$ cat config.mk
export PLATFORM = sky130hd
export DESIGN_NAME = regfile_mp
export DESIGN_NICKNAME = d
export VERILOG_FILES = /design/src/rtl/regfile_pkg.sv /design/src/rtl/regfile_scoreboard.sv /design/src/rtl/regfile_mp.sv
export SDC_FILE = /design/constraint.sdc
export NUM_CORES = 2
export LEC_CHECK = 0
export CORE_ASPECT_RATIO = 1.75
export CORE_UTILIZATION = 57
export DETAILED_ROUTE_END_ITERATION = 10
export PLACE_DENSITY = 0.78
export SLEW_MARGIN = 10
export SYNTH_ARGS = -nofsm -noshare
export SYNTH_HDL_FRONTEND = slang
export SYNTH_HIERARCHICAL = 1
export SYNTH_SLANG_ARGS = --single-unit
$ cat constraint.sdc
create_clock -name clk -period 2 [get_ports clk]
set_clock_uncertainty 0.05 [all_clocks]
set_input_delay 0.2 -clock clk [delete_from_list [all_inputs] [get_ports clk]]
set_output_delay 0.2 -clock clk [all_outputs]
set_load 0.01 [all_outputs]
$ cat src/rtl/regfile_pkg.sv
// Shared types and defaults for the multi-port integer register file.
package regfile_pkg;

  localparam int DEFAULT_XLEN  = 32;
  localparam int DEFAULT_NREGS = 32;

  // Address width for a register count; one-register corner kept at 1 bit.
  function automatic int addr_width(input int nregs);
    return (nregs > 1) ? $clog2(nregs) : 1;
  endfunction

  localparam int DEFAULT_AW = addr_width(DEFAULT_NREGS);

  typedef logic [DEFAULT_AW-1:0]   reg_addr_t;
  typedef logic [DEFAULT_XLEN-1:0] xlen_t;

  localparam reg_addr_t REG_ZERO = '0;

endpackage

$ cat src/rtl/regfile_scoreboard.sv
// Busy-bit scoreboard: one bit per architectural register marking a pending
// producer. Issue sets, writeback clears, and a same-cycle set beats a clear
// because the newly issued instruction is the one the register now waits on.
// Register 0 is never busy.
module regfile_scoreboard #(
  parameter int NREGS = 32,
  parameter int NWR   = 2,
  parameter int AW    = 5
) (
  input  logic              clk,
  input  logic              reset_n,
  input  logic [NWR-1:0]    wr_en,
  input  logic [NWR*AW-1:0] wr_addr,
  input  logic              iss_valid,
  input  logic [AW-1:0]     iss_rd,
  output logic [NREGS-1:0]  busy_vec
);

  logic [NREGS-1:0] busy_q;
  logic [NREGS-1:0] busy_d;

  // Next busy state: clear on writeback first, then let an issue re-set it.
  always_comb begin
    busy_d = busy_q;
    for (int j = 0; j < NWR; j++) begin
      if (wr_en[j] && (wr_addr[j*AW +: AW] != '0)) begin
        busy_d[wr_addr[j*AW +: AW]] = 1'b0;
      end
    end
    if (iss_valid && (iss_rd != '0)) begin
      busy_d[iss_rd] = 1'b1;
    end
    busy_d[0] = 1'b0;
  end

  // Busy bits held in flops, cleared asynchronously on reset.
  always_ff @(posedge clk or negedge reset_n) begin
    if (!reset_n) begin
      busy_q <= '0;
    end else begin
      busy_q <= busy_d;
    end
  end

  assign busy_vec = busy_q;

endmodule

$ cat src/rtl/regfile_mp.sv
// Multi-port integer register file with integrated busy-bit scoreboard.
// NRD combinational read ports, NWR clocked write ports; register 0 reads 0.
// Optional macro REGFILE_BYPASS_EN forwards same-cycle write data to reads.
module regfile_mp
  import regfile_pkg::*;
#(
  parameter  int XLEN  = DEFAULT_XLEN,
  parameter  int NREGS = DEFAULT_NREGS,
  parameter  int NRD   = 2,
  parameter  int NWR   = 2,
  localparam int AW    = addr_width(NREGS)
) (
  input  logic                clk,
  input  logic                reset_n,
  input  logic [NRD*AW-1:0]   rd_addr,
  output logic [NRD*XLEN-1:0] rd_data,
  output logic [NRD-1:0]      rd_busy,
  input  logic [NWR-1:0]      wr_en,
  input  logic [NWR*AW-1:0]   wr_addr,
  input  logic [NWR*XLEN-1:0] wr_data,
  input  logic                iss_valid,
  input  logic [AW-1:0]       iss_rd,
  output logic [NREGS-1:0]    busy_vec
);

  logic [XLEN-1:0] regs_q [NREGS];
  logic [XLEN-1:0] regs_d [NREGS];

  regfile_scoreboard #(
    .NREGS (NREGS),
    .NWR   (NWR),
    .AW    (AW)
  ) u_scoreboard (
    .clk       (clk),
    .reset_n   (reset_n),
    .wr_en     (wr_en),
    .wr_addr   (wr_addr),
    .iss_valid (iss_valid),
    .iss_rd    (iss_rd),
    .busy_vec  (busy_vec)
  );

  // Next storage state: ports applied in index order so the younger port wins.
  always_comb begin
    regs_d = regs_q;
    for (int j = 0; j < NWR; j++) begin
      if (wr_en[j] && (wr_addr[j*AW +: AW] != '0)) begin
        regs_d[wr_addr[j*AW +: AW]] = wr_data[j*XLEN +: XLEN];
      end
    end
    regs_d[0] = '0;
  end

  // Register storage, cleared asynchronously on reset.
  always_ff @(posedge clk or negedge reset_n) begin
    if (!reset_n) begin
      regs_q <= '{default: '0};
    end else begin
      regs_q <= regs_d;
    end
  end

  // Read muxes; with bypass, an in-flight write overrides stored state.
  always_comb begin
    rd_data = '0;
    rd_busy = '0;
    for (int i = 0; i < NRD; i++) begin
      rd_data[i*XLEN +: XLEN] = regs_q[rd_addr[i*AW +: AW]];
      rd_busy[i]              = busy_vec[rd_addr[i*AW +: AW]];
`ifdef REGFILE_BYPASS_EN
      for (int j = 0; j < NWR; j++) begin
        if (reset_n && wr_en[j] && (rd_addr[i*AW +: AW] != '0) &&
            (wr_addr[j*AW +: AW] == rd_addr[i*AW +: AW])) begin
          rd_data[i*XLEN +: XLEN] = wr_data[j*XLEN +: XLEN];
          rd_busy[i]              = iss_valid && (iss_rd == rd_addr[i*AW +: AW]);
        end
      end
`endif
    end
  end

endmodule

==> impl_results.rst <==
.. list-table::
   :header-rows: 1

   * - Metric
     - Value
   * - Floorplan die area
     - 114000 µm²
   * - Number of DRC violations after detailed-routing iteration 0
     - 9248
   * - Worst stage delay on the critical path
     - 0.53 ns
   * - CP max stage cell
     - mux4_2
   * - VDD IR max
     - 702 µV
   * - Detail-routed net length per standard cell
     - 31.8 µm
   * - Number of distinct standard cells referenced by the synthesized netlist
     - 55
   * - Overall Global Routing Usage
     - 0.455
   * - Status
     - finished with violations
   * - Min-delay worst type
     - in -> reg
   * - Maximum root-to-sink buffer count
     - 3
   * - Number of I/O pins
     - 192
   * - CTS H-tree depth
     - 3
   * - Count of clock tree sinks
     - 1023
   * - Number of buffers created by CTS
     - 95
   * - CP Cell Sequence
     - buf_6 > mux4_2 > mux4_2 > mux2_4 > buf_6
   * - Destination of the critical timing path
     - rd_busy[1]
   * - Final setup violating endpoints
     - 66
   * - Pin count of the biggest net entering global routing
     - 80
   * - Slew of the pin with the lowest slew margin
     - 0.726 ns
   * - Port buffer count
     - 190
   * - DRC Markers
     - 0
   * - Final count of hold timing violations
     - 0
   * - Effective utilization at floorplan
     - 0.575
   * - Proportion of synthesized chip area in sequential cells
     - 0.399
   * - Reg-to-reg startpoint
     - regs_q[339]
   * - Cell type with the highest aggregate area in the netlist
     - dfrtp_1
   * - Synthesized Nets
     - 6294
   * - Total wirelength of the detailed-routed design
     - 262 mm
   * - 1st-pass router iterations
     - 10
   * - Die Span Y
     - 446 µm
   * - Placer congestion estimate
     - 0.992
   * - Count of pins over their slew limit
     - 0
   * - Crit end category
     - primary output
   * - Depth of the worst register-to-register path
     - 4
   * - Critical path peak fanout
     - 2
   * - Final cell count without fillers
     - 8229
   * - Violations in the final reports
     - setup timing
   * - Number of filler cells placed in the layout
     - 7529
   * - Number of global-route vias before repair
     - 62094
   * - Total grt overflow
     - 0
   * - Number of enable flip-flop cells after synthesis
     - 0
   * - Area Overhead vs Synth
     - 23.5%
   * - Reg-to-reg critical path endpoint
     - regs_q[339]
   * - Static leakage
     - 0.0347 µW
   * - Synth area leaders
     - dfrtp_1, mux2i_1, mux4_2, a21oi_1, nor2_1
   * - Async S/R FF share, synth
     - 1.00
   * - Layout Utilization
     - 0.711
   * - Fmax
     - 0.342 GHz
   * - Antenna-violating nets left
     - 0
   * - Critical Path RT
     - 1.75 ns
   * - Type of origin of the critical path
     - flop
   * - Core area
     - 111000 µm²
   * - Post-layout minimum cycle time
     - 2.92 ns
   * - Register area
     - 25600 µm²
   * - Detailed Place HPWL
     - 162 mm
   * - Most common cell after layout, fill and taps aside
     - dfrtp_1
   * - Least setup slack across all paths after layout
     - -0.921 ns
   * - RSZ-0062 raised after global routing
     - yes
   * - Clock transition at the registers of the reported paths
     - 0.07 ns
   * - YS warnings
     - 6
   * - Areal power density over the cells
     - 945 nW/µm²
   * - Per-instance average area after synthesis
     - 10.3 µm²
   * - Max cap viols
     - 0
   * - Commonest register cell after synthesis
     - dfrtp_1
   * - Global-route wire length before repair
     - 385 mm
   * - Antenna violations before repair
     - 7
   * - Register bit total from synthesis
     - 1023
   * - Cell count after placement
     - 7967
   * - Total number of vias
     - 60859
   * - CTS tree
     - yes
   * - Portion of synthesized cell area occupied by the leading cell type
     - 0.399
   * - Die outline width
     - 256 µm
   * - Multi-input combinational cell area
     - 36700 µm²
   * - Netlist area before placement
     - 64200 µm²
   * - Worst setup path startpoint
     - u_scoreboard/busy_vec[1]
   * - Clock latency of the later-clocked register in the worst-skew pair
     - 0.73 ns
   * - Critical setup path kind
     - reg -> out
   * - Vias/cell
     - 7.40
   * - Data arrival at the endpoint of the critical path
     - 2.67 ns
   * - Buffer type at the clock tree root
     - clkbuf_16
   * - Cells after synthesis
     - 6200
   * - Worst setup timing slack at the placement stage
     - -1.28 ns
   * - Commonest cells after routing, fill and taps aside
     - dfrtp_1, mux2i_1, nor2_1, a21oi_1, buf_4
   * - Fraction of layout cells with a size suffix above 1
     - 0.273
   * - Net count of the finished layout
     - 6771
   * - Row Count
     - 162
   * - Post-route clock period utilization
     - 1.46
   * - Reg2Reg Setup Slack
     - 0.84 ns
   * - Tightest slew margin relative to the limit
     - 0.516
-- sequential cells by signal, summed over array words and instances (netlist names) --
name and cells:
regs_q 992, u_scoreboard/busy_vec 31
-- critical path: cells and delay by family (launching register included) --
family,cells,cell delay [ns]
buffers and inverters,2,0.26
flip-flops,1,0.39
multiplexers,3,1.29
-- Yosys cell counts, types with 3 or more instances --
master,count
and3_1,36
nand2_1,415
nor2_1,708
nor4bb_1,3
and4b_2,3
o21ai_0,367
mux2i_1,978
nand2b_1,10
nor2b_1,12
or3b_2,3
buf_4,26
and2_1,38
a22oi_1,27
a211oi_1,64
clkbuf_2,3
dfrtp_1,1023
buf_2,153
and3b_1,12
nand4b_1,6
a21oi_1,672
o21ai_1,18
o22ai_1,64
nand3b_1,5
mux2_2,66
and4bb_2,3
o31ai_1,64
clkbuf_1,542
nor3_1,7
nand3_1,11
nand4_1,3
mux4_2,404
a32oi_1,174
nor3b_2,4
buf_1,31
a22o_1,219
nor2_2,3
-- how the worst min path moves through the flow --
stage / from / endpoint / cells after the start
2_1_floorplan: reset_n / regs_q[0] / 0
3_3_place_gp: reset_n / regs_q[26] / 1
3_5_place_dp: reset_n / regs_q[26] / 1
4_1_cts: iss_rd[0] / u_scoreboard/busy_vec[31] / 3
5_1_grt: iss_rd[0] / u_scoreboard/busy_vec[31] / 3
6_report: iss_rd[0] / u_scoreboard/busy_vec[31] / 3
-- final cells by class --
type                       count  area share
multi-input combinational   4418       0.463
sequential                  1023       0.323
timing repair buffer        1136       0.148
tap                         1476      0.0233
inverter                       3    0.000142
clock buffer                 134      0.0354
clock inverter                37     0.00679
antenna                        2   0.0000632
-- per-layer routing --
layer,GRT usage,vias to the layer above,share of wire
li1,-,23994,-
met1,0.528,29028,0.32
met2,0.684,5995,0.44
met3,0.156,1834,0.15
met4,0.372,8,0.094
met5,0,-,0.00018
-- cells by family after synthesis --
group | Yosys count | share of synthesized area
AOI/OAI and AO/OA | 1675 | 0.161
muxes | 1448 | 0.306
and+or+nand+nor | 1294 | 0.0845
DFF | 1023 | 0.399
other | 1 | 0.0000584
buffers and inverters | 759 | 0.0491
-- report_power, final --
part / switching [µW] / leakage [µW] / internal, µW
Sequential: 5030 / 0.0124 / 26200
Clock: 8740 / 0.00164 / 11300
Combinational: 10600 / 0.0206 / 13000
-- per-stage QoR --
step                      setup TNS (ns)  hold slack, ns  power [µW]  instance area (µm²)
after floorplan                   -0.532          -0.146       43400                64600
after global placement           -149.35          0.0682       51400                74800
after detailed placement         -190.94          0.0714       52700                74800
after CTS                         -44.27          0.0796       73200                78900
after global routing              -48.33           0.114       77100                79200
final                             -46.17          0.0785       74900                79200
-- repair_timing --
action / in CTS / in global routing
gates resized for setup: 458 / 53
hold endpoints to repair: 732 / 0
buffers inserted: 76 / 17
pin swaps: 118 / 62
hold buffers: 2 / 0
setup endpoints to repair: 96 / 68
No activity file was read; power rests on OpenSTA's default activity.
